===== src/rtl/qspi_pkg.sv =====
`default_nettype none
// ============================================================
// Package : qspi_pkg
// Desc    : Shared widths and helpers for the QSPI read path.
// Rev     : 1.0
// ============================================================
package qspi_pkg;

  localparam int WORD_W = 32;
  localparam int BYTE_W = 8;

  // Occupancy counter width: must represent 0..depth inclusive.
  function automatic int level_w(input int depth);
    return $clog2(depth) + 1;
  endfunction

endpackage
`default_nettype wire


===== src/rtl/qspi_sync_fifo.sv =====
`default_nettype none
// ============================================================
// Module : qspi_sync_fifo
// Desc   : First-word-fall-through synchronous FIFO with flush.
// Rev    : 1.0
// ============================================================
module qspi_sync_fifo
  import qspi_pkg::*;
#(
  parameter int DEPTH = 8,
  parameter int WIDTH = 32
) (
  input  logic                      sclk,
  input  logic                      rst_n,
  input  logic                      i_flush,
  input  logic                      i_push,
  input  logic [WIDTH-1:0]          i_wdata,
  input  logic                      i_pop,
  output logic [WIDTH-1:0]          o_rdata,
  output logic [level_w(DEPTH)-1:0] o_count,
  output logic                      o_full,
  output logic                      o_empty
);

  localparam int PTR_W = $clog2(DEPTH);
  localparam int CNT_W = level_w(DEPTH);

  logic [WIDTH-1:0] r_mem [DEPTH];
  logic [PTR_W-1:0] r_wr_ptr;
  logic [PTR_W-1:0] r_rd_ptr;
  logic [CNT_W-1:0] r_count;
  logic             w_push_ok;
  logic             w_pop_ok;

  assign o_full    = (r_count == CNT_W'(DEPTH));
  assign o_empty   = (r_count == '0);
  assign o_count   = r_count;
  assign w_push_ok = i_push & ~o_full & ~i_flush;
  assign w_pop_ok  = i_pop & ~o_empty & ~i_flush;
  // Head is masked while empty so stale storage never leaks out.
  assign o_rdata   = o_empty ? '0 : r_mem[r_rd_ptr];

  always_ff @(posedge sclk) begin
    if (w_push_ok) r_mem[r_wr_ptr] <= i_wdata;
  end

  always_ff @(posedge sclk or negedge rst_n) begin
    if (!rst_n) begin
      r_wr_ptr <= '0;
      r_rd_ptr <= '0;
      r_count  <= '0;
    end else if (i_flush) begin
      r_wr_ptr <= '0;
      r_rd_ptr <= '0;
      r_count  <= '0;
    end else begin
      if (w_push_ok) r_wr_ptr <= r_wr_ptr + PTR_W'(1);
      if (w_pop_ok)  r_rd_ptr <= r_rd_ptr + PTR_W'(1);
      case ({w_push_ok, w_pop_ok})
        2'b10:   r_count <= r_count + CNT_W'(1);
        2'b01:   r_count <= r_count - CNT_W'(1);
        default: r_count <= r_count;
      endcase
    end
  end

endmodule
`default_nettype wire


===== src/rtl/qspi_rd_buffer.sv =====
`default_nettype none
// ============================================================
// Module : qspi_rd_buffer
// Desc   : Packs flash bytes into LE words, buffers them, tracks burst.
// Rev    : 1.0
// ============================================================
module qspi_rd_buffer
  import qspi_pkg::*;
#(
  parameter int DEPTH   = 8,
  parameter int BURST_W = 8
) (
  input  logic                      sclk,
  input  logic                      rst_n,
  input  logic                      flush_in,
  input  logic [BURST_W-1:0]        burst_len_in,
  input  logic                      wr_rd_buffr_en_in,
  input  logic [BYTE_W-1:0]         wr_data_in,
  output logic                      rd_buffr_full_out,
  output logic                      burst_comp_out,
  output logic                      rd_valid_out,
  input  logic                      rd_ready_in,
  output logic [WORD_W-1:0]         rd_data_out,
  output logic [level_w(DEPTH)-1:0] level_out,
  output logic                      overflow_out
);

  logic [1:0]         r_lane;
  logic [23:0]        r_pack;
  logic [BURST_W-1:0] r_burst_cnt;
  logic [BURST_W-1:0] r_burst_len;
  logic               r_overflow;
  logic               r_burst_comp;
  logic               w_full;
  logic               w_empty;
  logic               w_accept;
  logic               w_push;
  logic [BURST_W-1:0] w_cnt_nxt;

  assign w_accept  = wr_rd_buffr_en_in & ~w_full & ~flush_in;
  assign w_push    = w_accept & (r_lane == 2'd3);
  assign w_cnt_nxt = (r_burst_cnt == '1) ? r_burst_cnt : r_burst_cnt + BURST_W'(1);

  qspi_sync_fifo #(
    .DEPTH (DEPTH),
    .WIDTH (WORD_W)
  ) u_fifo (
    .sclk    (sclk),
    .rst_n   (rst_n),
    .i_flush (flush_in),
    .i_push  (w_push),
    .i_wdata ({wr_data_in, r_pack}),
    .i_pop   (rd_ready_in),
    .o_rdata (rd_data_out),
    .o_count (level_out),
    .o_full  (w_full),
    .o_empty (w_empty)
  );

  assign rd_buffr_full_out = w_full;
  assign rd_valid_out      = ~w_empty;
  assign overflow_out      = r_overflow;
  assign burst_comp_out    = r_burst_comp;

  always_ff @(posedge sclk or negedge rst_n) begin
    if (!rst_n) begin
      r_lane       <= 2'd0;
      r_pack       <= '0;
      r_burst_cnt  <= '0;
      r_burst_len  <= '0;
      r_overflow   <= 1'b0;
      r_burst_comp <= 1'b0;
    end else if (flush_in) begin
      r_lane       <= 2'd0;
      r_pack       <= '0;
      r_burst_cnt  <= '0;
      r_burst_len  <= burst_len_in;
      r_overflow   <= 1'b0;
      r_burst_comp <= 1'b0;
    end else begin
      if (wr_rd_buffr_en_in && w_full) r_overflow <= 1'b1;
      if (w_accept) begin
        r_lane <= r_lane + 2'd1;
        case (r_lane)
          2'd0:    r_pack[7:0]   <= wr_data_in;
          2'd1:    r_pack[15:8]  <= wr_data_in;
          2'd2:    r_pack[23:16] <= wr_data_in;
          default: r_pack        <= r_pack;
        endcase
      end
      // Completion is sticky so saturating past the length cannot clear it.
      if (w_push) begin
        r_burst_cnt <= w_cnt_nxt;
        if ((r_burst_len != '0) && (w_cnt_nxt == r_burst_len)) r_burst_comp <= 1'b1;
      end
    end
  end

endmodule
`default_nettype wire


===== config.mk =====
export PLATFORM = sky130hd
export DESIGN_NAME = qspi_rd_buffer
export DESIGN_NICKNAME = d
export VERILOG_FILES = /design/src/rtl/qspi_pkg.sv /design/src/rtl/qspi_sync_fifo.sv /design/src/rtl/qspi_rd_buffer.sv
export SDC_FILE = /design/constraint.sdc
export NUM_CORES = 1
export LEC_CHECK = 0
export ABC_AREA = 0
export CAP_MARGIN = 10
export CORE_ASPECT_RATIO = 1.4
export CORE_UTILIZATION = 54
export CTS_CLUSTER_SIZE = 24
export DETAILED_ROUTE_END_ITERATION = 16
export PLACE_DENSITY_LB_ADDON = 0.3
export SYNTH_ARGS = -nofsm -noshare
export SYNTH_HDL_FRONTEND = slang
export SYNTH_SLANG_ARGS = --single-unit

===== constraint.sdc =====
create_clock -name sclk -period 4.48 [get_ports sclk]
set_input_delay 1.12 -clock sclk [delete_from_list [all_inputs] [get_ports sclk]]
set_output_delay 1.12 -clock sclk [all_outputs]
set_load 0.05 [all_outputs]

======== Word-level counts from Yosys, hierarchy flattened ========
Memories as Yosys holds them, arrays and structs flattened.
Cells that the tools add are included.
cells by class
  add/subtract/negate cells ............... 6
  equality and inequality tests ........... 8
  multiplexer cells ....................... 24
  bitwise operators ....................... 10
  reduce and logical (&&, ||, !) cells .... 19
operators by type and width
  cell                                                  count
  two-way mux 24 bit                                    2
  two-way mux 8 bit                                     6
  two-way mux 32 bit                                    1
  nonzero test 2 bit                                    9
  two-way mux 3 bit                                     4
  adder 8 x 1 -> 8 bit (second input constant)          1
  equality test 8 bit                                   1
  equality test 8 bit (second input constant)           1
  one-hot mux 4 bit (2 select lines)                    1
  AND reduction 2 bit                                   4
  nonzero test 8 bit                                    1
  AND 1 bit                                             7
  two-way mux 1 bit                                     7
  adder 3 x 1 -> 3 bit (second input constant)          2
  equality test 2 bit (second input constant)           3
  adder 4 x 1 -> 4 bit (second input constant)          1
  equality test 2 x 1 -> 1 bit (second input constant)  2
  equality test 4 bit (second input constant)           1
  logical NOT 4 bit                                     1
  two-way mux 2 bit                                     2
  two-way mux 4 bit                                     1
  subtractor 4 x 1 -> 4 bit (second input constant)     1
  NOT 1 bit                                             3
  nonzero test 3 bit                                    1
  other kinds (3)                                       4
word-level totals
  bits in registers ....................... 54
  bits in writable memories ............... 256
  logic and storage cells ................. 79
  memories ................................ 1
memories
  memory        words  width  read ports  clocked after memory_dff  wr ports  line                  source
  u_fifo.r_mem  8      32     1           0                         1         qspi_sync_fifo.sv:28  logic [WIDTH-1:0] r_mem [DEPTH];

======== Depth between registers and ports, before layout ========
Gate-level depths: netlist of run 1.
  depth in word-level cells ............... 10
  mapped depth ............................ 9
  depth with buffers taken out ............ 8

======== By module ========
From an unflattened synthesis of run 1, not the netlist that was laid out.
unflattened totals
  cells, all modules ...................... 717
  area, all modules ....................... 12538.3 um2
modules (own cells, without submodules)
  module          instances  cells an instance  area an instance (um2)  sequential area each (um2)
  qspi_sync_fifo  1          490                10392.5                 7937.6
  qspi_rd_buffer  1          227                2145.8                  1101.1

======== Worst setup path before layout of run 1 ========
OpenSTA, ideal clock, no wires.
  path kind ............................... input -> register
  from .................................... input port flush_in
  to ...................................... memory u_fifo.r_mem[0][0] (enable)
  setup time .............................. 501 ps
  arrival time ............................ 4526 ps
  required time ........................... 3979 ps
  slack ................................... -548 ps
  stages on the path ...................... 3
  cell sequence ........................... nor2b_1 nand3_2 nor4_1
between the ends
  word-level cells in the longest chain between the ends .. 7
RTL lines
  what                                         line                                        source
  from (decl)                                  qspi_rd_buffer.sv:15                        input logic flush_in,
  NOT 1 bit (*)                                qspi_sync_fifo.sv:38, qspi_rd_buffer.sv:40
  AND 1 bit                                    qspi_rd_buffer.sv:40                        assign w_accept = wr_rd_buffr_en_in & ~w_full & ~flush_in;
  AND 1 bit                                    qspi_rd_buffer.sv:41                        assign w_push = w_accept & (r_lane == 2'd3);
  AND 1 bit                                    qspi_sync_fifo.sv:38                        assign w_push_ok = i_push & ~o_full & ~i_flush;
  AND 1 bit (*)                                qspi_sync_fifo.sv:38
  two-way mux 1 bit (*)                        qspi_sync_fifo.sv:44                        if (w_push_ok) r_mem[r_wr_ptr] <= i_wdata;
  two-way mux 1 bit (implied by the code) (*)  qspi_sync_fifo.sv:44
  to (decl)                                    qspi_sync_fifo.sv:28
Every way passes the cells marked *; elsewhere a longest branch is shown, timed or not.

======== Worst setup path in the final report of run 1 ========
  from .................................... register u_fifo.r_rd_ptr[0]
  to ...................................... output port rd_data_out[3]
between the ends
  word-level cells in the longest chain between the ends .. 2
RTL lines
  what                    line                  source
  from (decl)             qspi_sync_fifo.sv:30  logic [PTR_W-1:0] r_rd_ptr;
  from (signal assigned)  qspi_sync_fifo.sv:58  if (w_pop_ok) r_rd_ptr <= r_rd_ptr + PTR_W'(1);
  memory (8 x 32 bit)     -
  two-way mux 32 bit      qspi_sync_fifo.sv:41  assign o_rdata = o_empty ? '0 : r_mem[r_rd_ptr];
  to (decl)               qspi_rd_buffer.sv:23  output logic [WORD_W-1:0] rd_data_out,
Every way passes these cells.

==> results.ini, run 1 <==
[timing]
fin_tns_setup_ns = 0
rsz0062_at_grt = no
fin_worst_skew_ns = 0.00820
min_period_ns = 4.24
tightest_slew_ns = 0.980
maxSlewViolCount = 0
hold_violations = 0
max_freq_mhz = 236
period_share_pct = 94.7
relSlewSlack_pct = 34.7
setup_viol = 0

[setup_path]
cp-end-kind = output pin
cp-start-kind = flip-flop
worstPathRequired_ns = 3.36
arrival_ns = 3.12
critPathKind = flip-flop to output pin
worst-path-max-fanout = 38

[floorplanning]
core_um2 = 22600
die_area_um2 = 23700
pin_count = 61
dieWidth_um = 131
die_h_um = 182
rows = 65
initial_core_util_pct = 55.2

[detailed_routing]
route.met2.wl_um = 13100
avgRoutedWirePerCell_um = 22.4
antenna_left = 0
m1WireLength_um = 9760
routed_wirelength_um = 24500
drtIter0Drc = 509
viasPerCell = 5.92
drc_errors = 0
highest-signal-layer = met4
wl_met3_um = 1060
dr.pass1.iters = 5
vias = 6480

[place]
numPortBuffers = 60
dpl.hpwl_um = 14700
finalWeightedCongestion = 0.849

[synth]
async_flop_share_pct = 17.4
yosys.area.top_type_share_pct = 61.6
synthDistinctLibCells = 45
synth_common_cells = 256 x edfxtp_1, 64 x mux4_2, 54 x dfrtp_1
synthFlopType = edfxtp_1
yosysMostFrequentCell = edfxtp_1
ys_ff_latch = 310
ys_warn_count = 0
synth_area_per_cell_um2 = 17.9
synth_nets = 727
synth_area_leaders = edfxtp_1 62%, mux4_2 12%, dfrtp_1 11%
synthesis.area_um2 = 12500
seq_area_frac_synth_pct = 72.4
synthCells = 697
synth_edf_count = 256
synth_largest_area_cell = edfxtp_1

[power]
p_int_uw = 4520
pwr_density_cell_nw_per_um2 = 390
clkPwrFrac_pct = 40.6
switchingPower_uw = 1120
seq_power_share_pct = 56.3
peakVddDrop_mv = 0.283
p_sw_share_pct = 19.9
comb_power_share_pct = 3.1
leakagePower_uw = 0.00468

[clock_tree]
clock_latency_ns = 0.53
h-tree-depth = 1
cts_setup_buffers = 0
hold_buffers = 0
clock_tree.root_cell = clkbuf_16
clock-sinks = 310
post_cts_resize_count = 0
tritoncts = done
numCtsBuffers = 28
path_clk_slew_ns = 0.06
cts_max_path_buffers = 3

[layout]
area_growth_pct = 15.9
antenna-diode-count = 0
nets = 801
drive_gt1_share_pct = 20.2
utilization_pct = 64.0
fillers = 1576

[flow_run]
cap_viol_max_count = 0

[global_routing]
grt_pass1_wl_um = 38400
antenna_found_initial = 0
overflow = 0
grt_max_degree = 45
grt_pass1_vias = 6858
grt_use_total_pct = 22.0

[hold_path]
min_path_type = flip-flop to flip-flop

[status]
status = finished, final reports clean

## cells by family (layout without fill, tap and decap cells)
| group | count (synthesis) | count (layout) | share of synthesized area (%) |
|---|---|---|---|
| flip-flops | 310 | 310 | 72.4 |
| adder cells (fa/ha/maj) | 9 | 9 | 0.902 |
| AO/OA/AOI/OAI | 50 | 50 | 2.57 |
| multiplexers | 112 | 112 | 15.5 |
| AND/OR/NAND/NOR | 153 | 153 | 5.68 |
| buffers and inverters | 42 | 138 | 1.46 |
| XOR/XNOR | 21 | 21 | 1.53 |
## per-layer routing
metal  GRT usage [%]  up-vias
met5               0        -
met4            6.94        0
met3            3.03       39
met2            38.8      192
met1            28.0     3373
li1                -     2876
## cells in the final DEF (no fill, tap or decap), types with 2 or more instances in the layout
master           synthesis  final
and3_1                   2      2
buf_12                   0      5
nand2_2                  3      3
clkinv_2                 0      8
mux2i_1                 40     40
o211ai_1                 2      2
dfrtp_1                 54     51
nand2b_1                 2      2
clkbuf_16                0     30
dfrtp_2                  0      2
nand3_1                 30     30
nor3_2                   0      4
mux2_2                   8      8
nor2b_1                  2      2
nand4_1                  2      2
nor2_1                  53     50
clkinv_1                 0      2
mux4_2                  64     64
xnor2_1                 11     11
nand2_1                 35     35
buf_4                    0     16
inv_1                    5      5
o21ai_0                  4      4
buf_2                    6      2
clkbuf_8                 1      2
nor4b_1                  2      2
nor2_4                   0      3
clkbuf_1                21      8
clkdlybuf4s50_1          0     58
edfxtp_1               256    256
nor3_1                  12      8
ha_1                     9      9
xor2_1                   9      9
a21oi_1                 34     34
nand3_2                  2      2
## sequential cells by signal, indices dropped and copies added (netlist names)
signal	cells
burst_comp_out	1
overflow_out	1
r_burst_cnt	8
r_burst_len	8
r_lane	2
r_pack	24
u_fifo.o_count	4
u_fifo.r_mem	256
u_fifo.r_rd_ptr	3
u_fifo.r_wr_ptr	3
## through the flow
stage	setup WS [ns]	power [uW]	area [um^2]	std cells	hold slack, ns
4_1_cts	0.158	5680	14500	1094	0.533
2_1_floorplan	0.0599	3330	12500	697	0.522
3_5_place_dp	0.731	3420	13600	1042	0.514
5_1_grt	0.0506	5790	14500	1094	0.552
3_3_place_gp	0.763	3410	13600	1042	0.488
6_report	0.235	5640	14500	1094	0.526
## cell type report
cell class,instances,area (um^2),share of cell area (%)
clock buffers,40,808,5.58
clock inverters,12,85.1,0.588
inverters,5,18.8,0.130
multi-input cells,345,3330,23.0
flip-flops and latches,310,9040,62.5
well taps,301,377,2.60
repair buffers,81,811,5.60
## worst paths after layout
path                                          from                 to  slack [ns]  cells after the start
worst min-delay path                  overflow_out       overflow_out        0.53                      2
worst max-delay path            u_fifo.r_rd_ptr[0]     rd_data_out[3]        0.24                      5
min in group asynchronous                    rst_n     r_burst_cnt[0]        0.75                      1
worst min register to register        overflow_out       overflow_out        0.53                      2
max in group asynchronous                    rst_n          r_pack[4]        2.98                      2
worst max register to register   u_fifo.o_count[1]  u_fifo.o_count[3]        1.71                      7
## worst max-delay path: stages (launching register included)
cell	delay [ns]
dfrtp_4	0.68
buf_12	0.34
mux4_2	0.54
mux2i_1	0.17
nor2_1	0.08
clkdlybuf4s50_1	0.73
## power groups by stage
stage	sequential, uW	combinational (uW)	clock, uW
6_report	3180	175	2290
2_1_floorplan	3220	107	0
3_5_place_dp	3240	176	0
4_1_cts	3180	177	2320
3_3_place_gp	3230	172	0
5_1_grt	3180	192	2420
Note: power is estimated with default switching activity, not from simulation.
==> inputs of run 2 (changes only) <==
--- a/config.mk
+++ b/config.mk
@@ -8,6 +8,7 @@
 export ABC_AREA = 0
 export CAP_MARGIN = 10
 export CORE_ASPECT_RATIO = 1.4
+export CORE_MARGIN = 2
 export CORE_UTILIZATION = 54
 export CTS_CLUSTER_SIZE = 24
 export DETAILED_ROUTE_END_ITERATION = 16
==> run 2 against run 1 <==
  * Clock skew grew 0.0050 ns
  * Clock power shrank 7%
  * Via count shrank 0.14%
  * Combinational power is essentially flat
  * Final cell count shrank 0.64%
  * Die area grew 2.6%
  * Critical path type unchanged
  * Largest cell class unchanged
  * Highest routed layer unchanged
==> results.ini, run 2 (same netlist as run 1, synthesis figures left out) <==
[power]
p_int_uw = 4370  ; -3.2%
p_sw_share_pct = 20.4  ; +0.45 points
clkPwrFrac_pct = 38.9  ; -1.7 points
leakagePower_uw = 0.00460  ; -1.8%
peakVddDrop_mv = 0.263  ; -7.0%
switchingPower_uw = 1120  ; -0.48%
seq_power_share_pct = 57.8  ; +1.5 points
comb_power_share_pct = 3.2  ; about the same
pwr_density_cell_nw_per_um2 = 383  ; -1.7%
p_total_uw = 5490  ; -2.7%

[setup_path]
slowest_delay_ns = 0.73  ; about the same
cp-end-kind = output pin
critPathKind = flip-flop to output pin
cp-start-kind = flip-flop
r2r-start = u_fifo.o_count[1]
cp_slowest_cell = dfrtp_4
worst-path-max-fanout = 26  ; -32%
worst-path-buf-inv = 2  ; unchanged
crit_start = u_fifo.r_rd_ptr[0]
path_cells = buf_12 -> mux4_2 -> mux2i_1 -> nor2_1 -> clkdlybuf4s50_1
worstPathRequired_ns = 3.36  ; about the same
ff2ff_setup_slack_ns = 1.70  ; about the same
arrival_ns = 3.07  ; -0.05 ns
crit_family = buffers and inverters

[flow_run]
cap_viol_max_count = 0  ; unchanged

[clock_tree]
clock_latency_ns = 0.53  ; about the same
h-tree-depth = 1  ; unchanged
clock_tree.root_cell = clkbuf_16
cts_setup_buffers = 0  ; unchanged
numCtsBuffers = 27  ; -3.6%
cts_max_path_buffers = 3  ; unchanged
path_clk_slew_ns = 0.06  ; about the same
tritoncts = done
post_cts_resize_count = 0  ; unchanged
clock-sinks = 310  ; unchanged
hold_buffers = 0  ; unchanged

[timing]
fin_tns_setup_ns = 0  ; unchanged
rsz0062_at_grt = no
min_period_ns = 4.19  ; -0.0539 ns
relSlewSlack_pct = 28.2  ; -6.4 points
hold_violations = 0  ; unchanged
setup_viol = 0  ; unchanged
fin_worst_skew_ns = 0.0132  ; +0.00499 ns
period_share_pct = 93.5  ; -1.2 points
max_freq_mhz = 239  ; +1.3%
tightest_slew_ns = 1.08  ; +0.0967 ns
maxSlewViolCount = 0  ; unchanged

[place]
dpl.hpwl_um = 14500  ; -1.9%
numPortBuffers = 60  ; unchanged
finalWeightedCongestion = 0.838  ; -1.3%
place_area_um2 = 13500  ; -0.35%

[floorplanning]
core_um2 = 22600  ; unchanged
die_area_um2 = 24400  ; +2.6%
die_h_um = 184  ; +1.1%
rows = 65  ; unchanged
dieWidth_um = 133  ; +1.5%
pin_count = 61  ; unchanged
initial_core_util_pct = 55.2  ; unchanged

[layout]
area_growth_pct = 14.8
fillers = 1612  ; +2.3%
top_register = u_fifo.r_mem
antenna-diode-count = 0  ; unchanged
finalInstanceArea_um2 = 14300  ; -0.99%
nets = 797  ; -0.50%
largest_reg_flops = 256  ; unchanged
layout_commonest_cell = edfxtp_1
drive_gt1_share_pct = 19.2  ; -0.97 points
largestRegisters = u_fifo.r_mem x256, r_pack x24
layout_common_cells = 256 x edfxtp_1, 64 x mux4_2, 58 x clkdlybuf4s50_1

[detailed_routing]
antenna_left = 0  ; unchanged
avgRoutedWirePerCell_um = 22.8  ; +1.6%
drtIter0Drc = 612  ; +20%
vias = 6471  ; -0.14%
routed_wirelength_um = 24700  ; +1.0%
drc_errors = 0  ; unchanged
dr.pass1.iters = 4  ; -1
viasPerCell = 5.95  ; +0.50%

[global_routing]
grt_max_degree = 57  ; +27%
antenna_found_initial = 0  ; unchanged
grt_pass1_wl_um = 39200  ; +2.1%
grt_pass1_vias = 6958  ; +1.5%
grt_util_met3_pct = 2.37  ; -0.66 points
busiest_layer = met2
overflow = 0  ; unchanged
met1_usage_pct = 26.9  ; -1.1 points
grt_use_total_pct = 21.0  ; -1.0 points
met2_usage_pct = 38.1  ; -0.68 points

[hold_path]
hold_start = overflow_out
min_path_type = flip-flop to flip-flop

[status]
status = finished, final reports clean

-- run 2: final cells by class --
class	count	area [um^2]	area share [%]
Clock buffer	35	706	4.92
Inverter	5	18.8	0.131
Timing Repair Buffer	78	763	5.33
Sequential cell	310	9040	63.1
Clock inverter	13	92.6	0.646
Multi-Input combinational cell	345	3330	23.2
Tap cell	301	377	2.63
-- run 2: routing by layer --
metal / wire [um] / vias up
met4: 563 / 0
li1: - / 2858
met1: 9680 / 3360
met2: 13200 / 209
met3: 1250 / 44
met5: 0 / -
-- run 2: path summary, 6_finish.rpt --
check / cells after the start / to
setup / recovery: 5 / rd_data_out[21]
hold / removal: 2 / overflow_out
setup reg to reg: 7 / u_fifo.o_count[3]
hold reg to reg: 2 / overflow_out
max in group asynchronous: 2 / u_fifo.r_wr_ptr[0]
min in group asynchronous: 1 / r_lane[1]
-- run 2: worst register-to-register path: cells and delay by family (launching register included) --
family	cells	cell delay (ns)
compound gates	2	0.85
xor+xnor	1	0.15
fa+ha+maj	1	0.35
flops	1	0.51
simple gates	3	0.77
-- run 2: through the flow --
| step | worst slack [ns] | util (%) | hold slack, ns | instances |
|---|---|---|---|---|
| final | 0.289 | 63.4 | 0.507 | 1087 |
| after global routing | 0.109 | 63.4 | 0.562 | 1087 |
| after CTS | 0.220 | 63.4 | 0.514 | 1087 |
| after detailed placement | 0.785 | 59.9 | 0.495 | 1039 |
| after global placement | 0.779 | 59.9 | 0.485 | 1039 |
| after floorplan | 0.0599 | - | 0.522 | 697 |
-- run 2: power groups by stage --
| stage | clock (uW) | combinational (uW) | sequential [uW] |
|---|---|---|---|
| after global routing | 2300 | 194 | 3180 |
| after CTS | 2180 | 180 | 3180 |
| final | 2140 | 177 | 3180 |
| after global placement | 0 | 173 | 3230 |
| after floorplan | 0 | 107 | 3220 |
| after detailed placement | 0 | 179 | 3240 |
